===== src/rtl/fast_pkg.sv =====
// rtl/fast_pkg.sv - shared FAST constants and encoder state type
package fast_pkg;

    localparam int FAST_BEAT_WIDTH   = 64;
    localparam int FAST_FIELD_W      = 64;
    localparam int BEAT_BYTES        = FAST_BEAT_WIDTH / 8;
    localparam int MAX_STOPBIT_BYTES = (FAST_FIELD_W + 6) / 7;
    localparam logic [7:0] STOP_BIT  = 8'h80;

    typedef enum logic [1:0] {
        IDLE,
        ENC_ID,
        ENC_FIELD,
        DRAIN
    } enc_state_t;

endpackage


===== src/rtl/fast_stopbit_len.sv =====
// rtl/fast_stopbit_len.sv - stop-bit byte count of a value via leading-one detection
module fast_stopbit_len #(
    parameter int W = 64
) (
    input  logic [W-1:0] value,
    output logic [3:0]   nbytes
);

    // Highest set bit wins; zero still needs one byte.
    always_comb begin
        nbytes = 4'd1;
        for (int i = 0; i < W; i++) begin
            if (value[i]) nbytes = 4'(i / 7 + 1);
        end
    end

endmodule


===== src/rtl/fast_msg_encoder.sv =====
// rtl/fast_msg_encoder.sv - stop-bit encodes ID plus fields and packs bytes into stream beats
module fast_msg_encoder
    import fast_pkg::*;
#(
    parameter int BEAT_WIDTH = FAST_BEAT_WIDTH,
    parameter int MAX_FIELDS = 10,
    parameter int FIELD_W    = FAST_FIELD_W,
    parameter int MSGID_W    = 21,
    localparam int NB        = BEAT_WIDTH / 8,
    localparam int NFW       = $clog2(MAX_FIELDS + 1),
    localparam int CW        = $clog2(NB + 1)
) (
    input  logic                          clk,
    input  logic                          rstn,
    input  logic                          msg_valid,
    output logic                          msg_ready,
    input  logic [MSGID_W-1:0]            msg_id,
    input  logic [NFW-1:0]                msg_nfields,
    input  logic [MAX_FIELDS*FIELD_W-1:0] msg_fields,
    output logic                          out_valid,
    input  logic                          out_ready,
    output logic [BEAT_WIDTH-1:0]         out_data,
    output logic [CW-1:0]                 out_bytes,
    output logic                          out_last,
    output logic                          busy
);

    enc_state_t state, state_nx;

    logic [MSGID_W-1:0]            id_r;
    logic [MAX_FIELDS*FIELD_W-1:0] fields_r;
    logic [NFW-1:0]                nf_r;
    logic [NFW-1:0]                field_idx;
    logic [3:0]                    byte_idx;
    logic [BEAT_WIDTH-1:0]         pack_data;
    logic [CW-1:0]                 pack_cnt;

    logic [FIELD_W-1:0]    cur_val;
    logic [FIELD_W-1:0]    cur_shift;
    logic [3:0]            cur_nbytes;
    logic [7:0]            sel;
    logic [7:0]            enc_byte;
    logic                  stall, append, val_done, msg_final, emit, beat_retire;
    logic [BEAT_WIDTH-1:0] new_pack;
    logic [CW-1:0]         new_cnt;

    assign cur_val = (state == ENC_ID) ? FIELD_W'(id_r)
                                       : fields_r[field_idx*FIELD_W +: FIELD_W];

    fast_stopbit_len #(.W(FIELD_W)) u_len (
        .value  (cur_val),
        .nbytes (cur_nbytes)
    );

    assign stall       = out_valid && !out_ready;
    assign append      = (state == ENC_ID || state == ENC_FIELD) && !stall;
    assign beat_retire = out_valid && out_ready;
    assign val_done    = (byte_idx == cur_nbytes - 4'd1);
    assign msg_final   = val_done && ((state == ENC_ID) ? (nf_r == '0)
                                                        : (field_idx == NFW'(nf_r - 1'b1)));

    // Most-significant 7-bit group first; the stop bit marks the value's last byte.
    assign sel       = 8'(cur_nbytes - 4'd1 - byte_idx) * 8'd7;
    assign cur_shift = cur_val >> sel;
    assign enc_byte  = {1'b0, cur_shift[6:0]} | (val_done ? STOP_BIT : 8'h00);

    assign new_pack = pack_data | ({enc_byte, {(BEAT_WIDTH-8){1'b0}}} >> {pack_cnt, 3'b000});
    assign new_cnt  = pack_cnt + 1'b1;
    assign emit     = append && ((new_cnt == CW'(NB)) || msg_final);

    always_ff @(posedge clk) begin
        if (!rstn) state <= IDLE;
        else       state <= state_nx;
    end

    always_comb begin
        state_nx = state;
        case (state)
            IDLE:      if (msg_valid && msg_ready) state_nx = ENC_ID;
            ENC_ID:    if (append && val_done) state_nx = (nf_r == '0) ? DRAIN : ENC_FIELD;
            ENC_FIELD: if (append && msg_final) state_nx = DRAIN;
            DRAIN:     if (beat_retire && out_last) state_nx = IDLE;
            default:   state_nx = IDLE;
        endcase
    end

    always_comb begin
        msg_ready = (state == IDLE) && rstn;
        busy      = (state != IDLE) || out_valid;
    end

    always_ff @(posedge clk) begin
        if (!rstn) begin
            id_r      <= '0;
            fields_r  <= '0;
            nf_r      <= '0;
            field_idx <= '0;
            byte_idx  <= '0;
            pack_data <= '0;
            pack_cnt  <= '0;
            out_valid <= 1'b0;
            out_data  <= '0;
            out_bytes <= '0;
            out_last  <= 1'b0;
        end else begin
            if (state == IDLE && msg_valid) begin
                id_r      <= msg_id;
                fields_r  <= msg_fields;
                nf_r      <= (msg_nfields > NFW'(MAX_FIELDS)) ? NFW'(MAX_FIELDS) : msg_nfields;
                field_idx <= '0;
                byte_idx  <= '0;
            end
            if (beat_retire) out_valid <= 1'b0;
            if (append) begin
                if (val_done) begin
                    byte_idx <= '0;
                    if (state == ENC_FIELD) field_idx <= field_idx + 1'b1;
                end else begin
                    byte_idx <= byte_idx + 4'd1;
                end
                // A retiring beat and a new byte share the edge, so packing restarts at byte 0.
                if (emit) begin
                    out_valid <= 1'b1;
                    out_data  <= new_pack;
                    out_bytes <= new_cnt;
                    out_last  <= msg_final;
                    pack_data <= '0;
                    pack_cnt  <= '0;
                end else begin
                    pack_data <= new_pack;
                    pack_cnt  <= new_cnt;
                end
            end
        end
    end

endmodule


===== config.mk =====
export PLATFORM = sky130hd
export DESIGN_NAME = fast_msg_encoder
export DESIGN_NICKNAME = d
export VERILOG_FILES = /design/src/rtl/fast_pkg.sv /design/src/rtl/fast_stopbit_len.sv /design/src/rtl/fast_msg_encoder.sv
export SDC_FILE = /design/constraint.sdc
export NUM_CORES = 2
export LEC_CHECK = 0
export ABC_AREA = 1
export ABC_CLOCK_PERIOD_IN_PS = 12560
export CELL_PAD_IN_SITES_DETAIL_PLACEMENT = 1
export CELL_PAD_IN_SITES_GLOBAL_PLACEMENT = 1
export CORE_UTILIZATION = 30
export DETAILED_ROUTE_END_ITERATION = 8
export PLACE_DENSITY = 0.7
export SKIP_CTS_REPAIR_TIMING = 1
export SLEW_MARGIN = 5
export SYNTH_ARGS = -nofsm -noshare
export SYNTH_HDL_FRONTEND = slang
export SYNTH_HIERARCHICAL = 1
export SYNTH_SLANG_ARGS = --single-unit

===== constraint.sdc =====
create_clock -name clk -period 12.56 [get_ports clk]
set_clock_uncertainty 0.15 [all_clocks]
set_input_delay 1.884 -clock clk [delete_from_list [all_inputs] [get_ports clk]]
set_output_delay 1.884 -clock clk [all_outputs]
set_load 0.005 [all_outputs]

# --- Word-level counts from Yosys, hierarchy flattened ---
# Cells that the tools add are included.
totals:
  regBits: 813
  inputBits: 669
  output_inout_bits: 72
  elab_cells: 137
op_classes:
  n_addsub: 7
  multipliers: 1
  magnitude_cmp: 1
  n_eq_ne: 10
  shift: 3
  n_mux: 79
  bitwise: 2
  n_reduce_logical: 22
ops:
  columns: ["op", "count"]
  rows:
  - ["640-bit by 11-bit variable part select with 64-bit output", 1]
  - ["64-bit two-way mux", 2]
  - ["4-bit two-way mux", 24]
  - ["3-bit two-way mux", 28]
  - ["64-bit bitwise OR", 1]
  - ["64-bit by 7-bit >> shifter with 64-bit output", 1]
  - ["64-bit by 8-bit >> shifter with 7-bit output", 1]
  - ["2-bit two-way mux", 18]
  - ["4-bit by 1-bit adder with 4-bit output, second input constant", 3]
  - ["1-bit logical AND", 11]
  - ["4-bit equality test", 2]
  - ["8-bit by 3-bit multiplier with 8-bit output, second input constant", 1]
  - ["8-bit two-way mux", 1]
  - ["7-bit by 8-bit bitwise OR with 8-bit output", 1]
  - ["2-bit case mux with 4 select lines", 1]
  - ["4-bit by 1-bit subtractor with 4-bit output, second input constant", 2]
  - ["2-bit inequality test, second input constant", 3]
  - ["5-bit by 5-bit subtractor with 6-bit output", 1]
  - ["1-bit two-way mux", 5]
  - ["4-bit by 1-bit subtractor with 5-bit output, second input constant", 1]
  - ["2-bit equality test, second input constant", 2]
  - ["4-bit equality test, second input constant", 1]
  - ["4-bit > comparator, second input constant", 1]
  - ["4-bit logical NOT", 1]
  - ["other kinds (8)", 12]

# --- Logic depth before layout (Yosys ltp) ---
logic_depth:
  ltp_word: 67
  mapped_depth: 55
  ltp_nobuf: 50

# --- Hierarchy ---
# Netlist, hierarchy kept.
by_module_without_submodules:
  columns: ["module", "n_inst", "cells_each", "area_each_um2", "seq_area_each_um2"]
  rows:
  - ["fast_msg_encoder", 1, 5957, 38959.9, 16275.6]
  - ["fast_stopbit_len", 1, 64, 302.8, 0.0]

# --- Worst setup path before layout ---
# OpenSTA, ideal clock, no wires.
synth_path:
  path_kind: "reg-to-reg"
  startpoint: "register state[1]"
  endpoint: "register out_data[16]"
  setup_time_ps: 59
  arrival_ps: 6828
  required_ps: 12351
  slack_ps: 5524
  stages_incl_launch_ff: 43
  path_buffers: 7
  period_less_slack_ps: 7036
  cell_sequence: "dfxtp_1 > inv_1 > ha_1 > buf_2 > clkbuf_1 > buf_1 > clkbuf_1 > buf_1 > a21oi_1 > nor4_4 > nand2_1 > nand2_1 > nand2_1 > a21oi_1 > inv_1 > ha_1 > xor2_1 > ha_1 > (+7 left out) > o211ai_1 > nor2_1 > buf_2 > buf_2 > nand3_1 > nand3_1 > nand2_1 > nand2_1 > nand2_1 > nor2_1 > nand2_1 > nand3_1 > nand2_1 > nor2_4 > nand4_2 > nand2_1 > nand2_1 > nand2_1"
synth_via:
  word_cells_on_any_way: 76
  classes_between: "3 x add/sub; 1 x mul; 3 x eq/ne; 2 x shift; 59 x mux; 2 x bitwise; 6 x reduce/logical"
synth_lines:
  columns: ["element", "line", "text"]
  rows:
  - ["from (decl)", "fast_msg_encoder.sv:28", "enc_state_t state, state_nx;"]
  - ["from (signal assigned)", "fast_msg_encoder.sv:73", "else state <= state_nx;"]
  - ["2-bit by 1-bit equality test with 1-bit output *", "fast_msg_encoder.sv:47", "assign cur_val = (state == ENC_ID) ? FIELD_W'(id_r)"]
  - ["64-bit two-way mux *", "fast_msg_encoder.sv:47", null]
  - ["named net cur_val[39]", "fast_msg_encoder.sv:38", "logic [FIELD_W-1:0] cur_val;"]
  - ["3-bit two-way mux * (10 in a row)", "fast_stopbit_len.sv:13", "if (value[i]) nbytes = 4'(i / 7 + 1);"]
  - ["4-bit two-way mux * (15 in a row)", "fast_stopbit_len.sv:13", null]
  - ["named net cur_nbytes[0]", "fast_msg_encoder.sv:40", "logic [3:0] cur_nbytes;"]
  - ["4-bit by 1-bit subtractor with 5-bit output", "fast_msg_encoder.sv:63", "assign sel = 8'(cur_nbytes - 4'd1 - byte_idx) * 8'd7;"]
  - ["5-bit by 5-bit subtractor with 6-bit output", "fast_msg_encoder.sv:63", null]
  - ["8-bit by 3-bit multiplier with 8-bit output", "fast_msg_encoder.sv:63", null]
  - ["64-bit by 8-bit >> shifter with 7-bit output", "fast_msg_encoder.sv:64", "assign cur_shift = cur_val >> sel;"]
  - ["7-bit by 8-bit bitwise OR with 8-bit output", "fast_msg_encoder.sv:65", "assign enc_byte = {1'b0, cur_shift[6:0]} | (val_done ? STOP_BIT : 8'h00);"]
  - ["64-bit by 7-bit >> shifter with 64-bit output", "fast_msg_encoder.sv:67", "assign new_pack = pack_data | ({enc_byte, {(BEAT_WIDTH-8){1'b0}}} >> {pack_cnt, 3'b000});"]
  - ["64-bit bitwise OR", "fast_msg_encoder.sv:67", null]
  - ["to (signal assigned)", "fast_msg_encoder.sv:124", "out_data <= new_pack;"]
  - ["to (decl)", "fast_msg_encoder.sv:22", "output logic [BEAT_WIDTH-1:0] out_data,"]
# The timed path passes the listed nets; every way through them passes the cells marked *.
# A chain may end at the register's enable or synchronous reset.

# --- Worst setup path in the final report ---
layout_path:
  startpoint: "register field_idx[1]"
  endpoint: "register out_data[3]"
layout_via:
  word_cells_on_any_way: 74
  classes_between: "3 x add/sub; 1 x mul; 2 x eq/ne; 3 x shift; 59 x mux; 2 x bitwise; 4 x reduce/logical"
layout_lines:
  columns: ["element", "line", "text"]
  rows:
  - ["from (decl)", "fast_msg_encoder.sv:33", "logic [NFW-1:0] field_idx;"]
  - ["from (signal assigned)", "fast_msg_encoder.sv:117", "if (state == ENC_FIELD) field_idx <= field_idx + 1'b1;"]
  - ["640-bit by 11-bit variable part select with 64-bit output *", "fast_msg_encoder.sv:48", ": fields_r[field_idx*FIELD_W +: FIELD_W];"]
  - ["64-bit two-way mux *", "fast_msg_encoder.sv:47", null]
  - ["named net cur_val[23]", "fast_msg_encoder.sv:38", null]
  - ["3-bit two-way mux * (26 in a row)", "fast_stopbit_len.sv:13", null]
  - ["4-bit two-way mux * (15 in a row)", "fast_stopbit_len.sv:13", null]
  - ["named net cur_nbytes[1]", "fast_msg_encoder.sv:40", null]
  - ["4-bit by 1-bit subtractor with 5-bit output", "fast_msg_encoder.sv:63", null]
  - ["5-bit by 5-bit subtractor with 6-bit output", "fast_msg_encoder.sv:63", null]
  - ["8-bit by 3-bit multiplier with 8-bit output", "fast_msg_encoder.sv:63", null]
  - ["64-bit by 8-bit >> shifter with 7-bit output", "fast_msg_encoder.sv:64", null]
  - ["7-bit by 8-bit bitwise OR with 8-bit output", "fast_msg_encoder.sv:65", null]
  - ["64-bit by 7-bit >> shifter with 64-bit output", "fast_msg_encoder.sv:67", null]
  - ["64-bit bitwise OR", "fast_msg_encoder.sv:67", null]
# Marks and branches as above.

==> results by group <==
Yosys
  – Syn_nets: between 6000 and 7000
  – YS warnings: 6
  – Synth Instances: 6017
  – Avg Cell Area, Syn: 6.52 um2
  – Post-Synthesis Cell Area: ~39000 um2

Worst setup path
  – Crit path max-delay cell type: nor2_4
  – Number of cells on the critical path: 43
  – CP endpoint kind: flip-flop
  – Worst R2R Path Depth: 43
  – Critical path data required time: around 13 ns
  – Largest delay share family, worst path: simple AND/OR/NAND/NOR gates
  – CP arrival: 10.49 ns
  – Worst path max stage delay: 0.91 ns
  – Crit-path max FO: 59
  – Crit path kind: reg2reg
  – CP startpoint kind: flip-flop
  – Crit-path most repeated cell: nand2_1
  – WP buf/inv: 7

Global route
  – Total grt overflow: 0
  – Initial antenna violation count: 50
  – First-pass GRT wire length: between 200 and 300 mm
  – Largest net degree at the start of global routing: between 200 and 300
  – GR Util All Layers: 26.8%
  – Vias in the first global route: 42000

Place
  – Port bufs: 740
  – Placer congestion estimate: roughly 0.9
  – Dpl hpwl: approximately 130 mm

Finish
  – Synth-to-layout area growth: 29.0%
  – # fillers: about 16000
  – Ratio of cells with drive above 1 in the final layout: 4.05%
  – NumNets Final: between 7000 and 8000
  – Final Core Density: between 30% and 40%

Die
  – Die width: roughly 360 um
  – # IOs: 741
  – DIE AREA: between 100000 and 150000 um2
  – Die height: 364 um
  – Core area: roughly 130000 um2
  – Row cnt: between 100 and 150
  – Initial Utilization: between 30 and 40%

CTS
  – H-tree Lvls: 3
  – Clock-pin slew on the worst setup and hold paths: 0.06 ns
  – Sink Count: 813
  – Number of buffers created by CTS: 96
  – Max Root-Sink Buffers: 3
  – Worst-skew pair later-pin latency: about 0.71 ns
  – Root buf cell: clkbuf_16
  – CTS tree: built

Timing
  – Fin crit period: 10.01 ns
  – Worst slew margin: between 20 and 25%
  – Tcrit/Tclk final: about four fifths
  – Sum of negative setup slack: 0 ns
  – # setup viols final: 0
  – Max-slew violations: 0
  – Worst-Margin Slew: between 1 and 1.5 ns
  – FMAX: approximately 0.1 GHz
  – Hold Vio Cnt, Final: 0
  – RSZ-0062 raised after global routing: false

Min path
  – Hold Path Depth: 2
  – Hold Crit Class: reg2reg

Flow run
  – Max Cap Violations: 0

Routing
  – Vias: around 42000
  – Routed Antenna Nets: 0
  – DR WL/cell: between 20 and 25 um
  – # DRC: 0
  – Final WL: roughly 180 mm
  – Vias per inst: ~5.1
  – DRT iter0 DRCs: approximately 3100
  – First-pass iteration count of the detailed router: 5

Outcome
  – Status: completed
worst min-delay path: cells and delay by family (launching register included):
family | cells | cell delay, ns
AOI/OAI and AO/OA | 1 | 0.05
DFF | 1 | 0.30
buffers and inverters | 1 | 0.06
registers in the layout, summed over array words and instances (netlist names):
signal     count
fields_r     640
out_data      64
pack_data     64
id_r          21
byte_idx       4
field_idx      4
nf_r           4
out_bytes      4
pack_cnt       4
state          2
out_last       1
out_valid      1
area by class of cell:
type	instances	area, um2	share of cell area [%]
multi-input combinational	4423	19800	39.1
clock buffer	147	2880	5.68
antenna	36	90.1	0.178
timing repair buffer	786	7810	15.4
tap	1742	2180	4.31
inverter	328	1250	2.47
sequential	813	16300	32.2
clock inverter	27	319	0.630
path summary, 6_finish.rpt:
kind	endpoint	slack, ns	startpoint
max	out_data[3]	2.55	field_idx[1]
min	fields_r[469]	0.30	fields_r[469]
max reg2reg	out_data[3]	2.55	field_idx[1]
min reg2reg	fields_r[469]	0.30	fields_r[469]
layer usage:
layer,global-route usage (%),vias up,wire [um]
met5,0,-,157
met3,4.07,274,10200
met2,44.9,1125,86900
met1,33.9,20300,78800
li1,-,20400,-
met4,11.7,26,7240
layout by cell type (no fill, tap or decap), types with 3 or more instances in the layout:
master,n
clkdlybuf4s50_1,739
a21oi_1,323
nand4_2,16
fa_1,5
nand3_1,535
a21oi_2,5
buf_4,42
a21boi_1,4
clkinv_1,4
nand4_1,34
clkinv_2,18
dfxtp_1,810
nor4_2,3
xnor2_1,5
bufinv_16,3
nor2_1,1437
clkbuf_16,97
a2111oi_0,3
inv_2,8
clkbuf_1,24
inv_1,311
buf_12,4
nor2_2,3
dfxtp_4,3
nor2_4,11
clkbuf_8,26
ha_1,19
xor2_1,11
o21ai_0,889
nand3_2,4
o21ai_1,4
a21boi_0,9
nand2_1,1050
nor3_1,3
a211oi_1,11
diode_2,36
o211ai_1,18
through the flow:
stage / setup WS, ns / cell area, um2 / instances / hold WS [ns]
floorplan: 5.52 / 39200 / 6017 / 0.278
global placement: 2.82 / 47300 / 8092 / 0.289
detailed placement: 2.59 / 47300 / 8092 / 0.293
CTS: 2.56 / 50500 / 8266 / 0.305
global route: 1.80 / 50600 / 8288 / 0.321
finish: 2.55 / 50600 / 8302 / 0.302
Power is not shown: default switching activity piles up to over one toggle a cycle in this logic, so the estimate is an artifact.
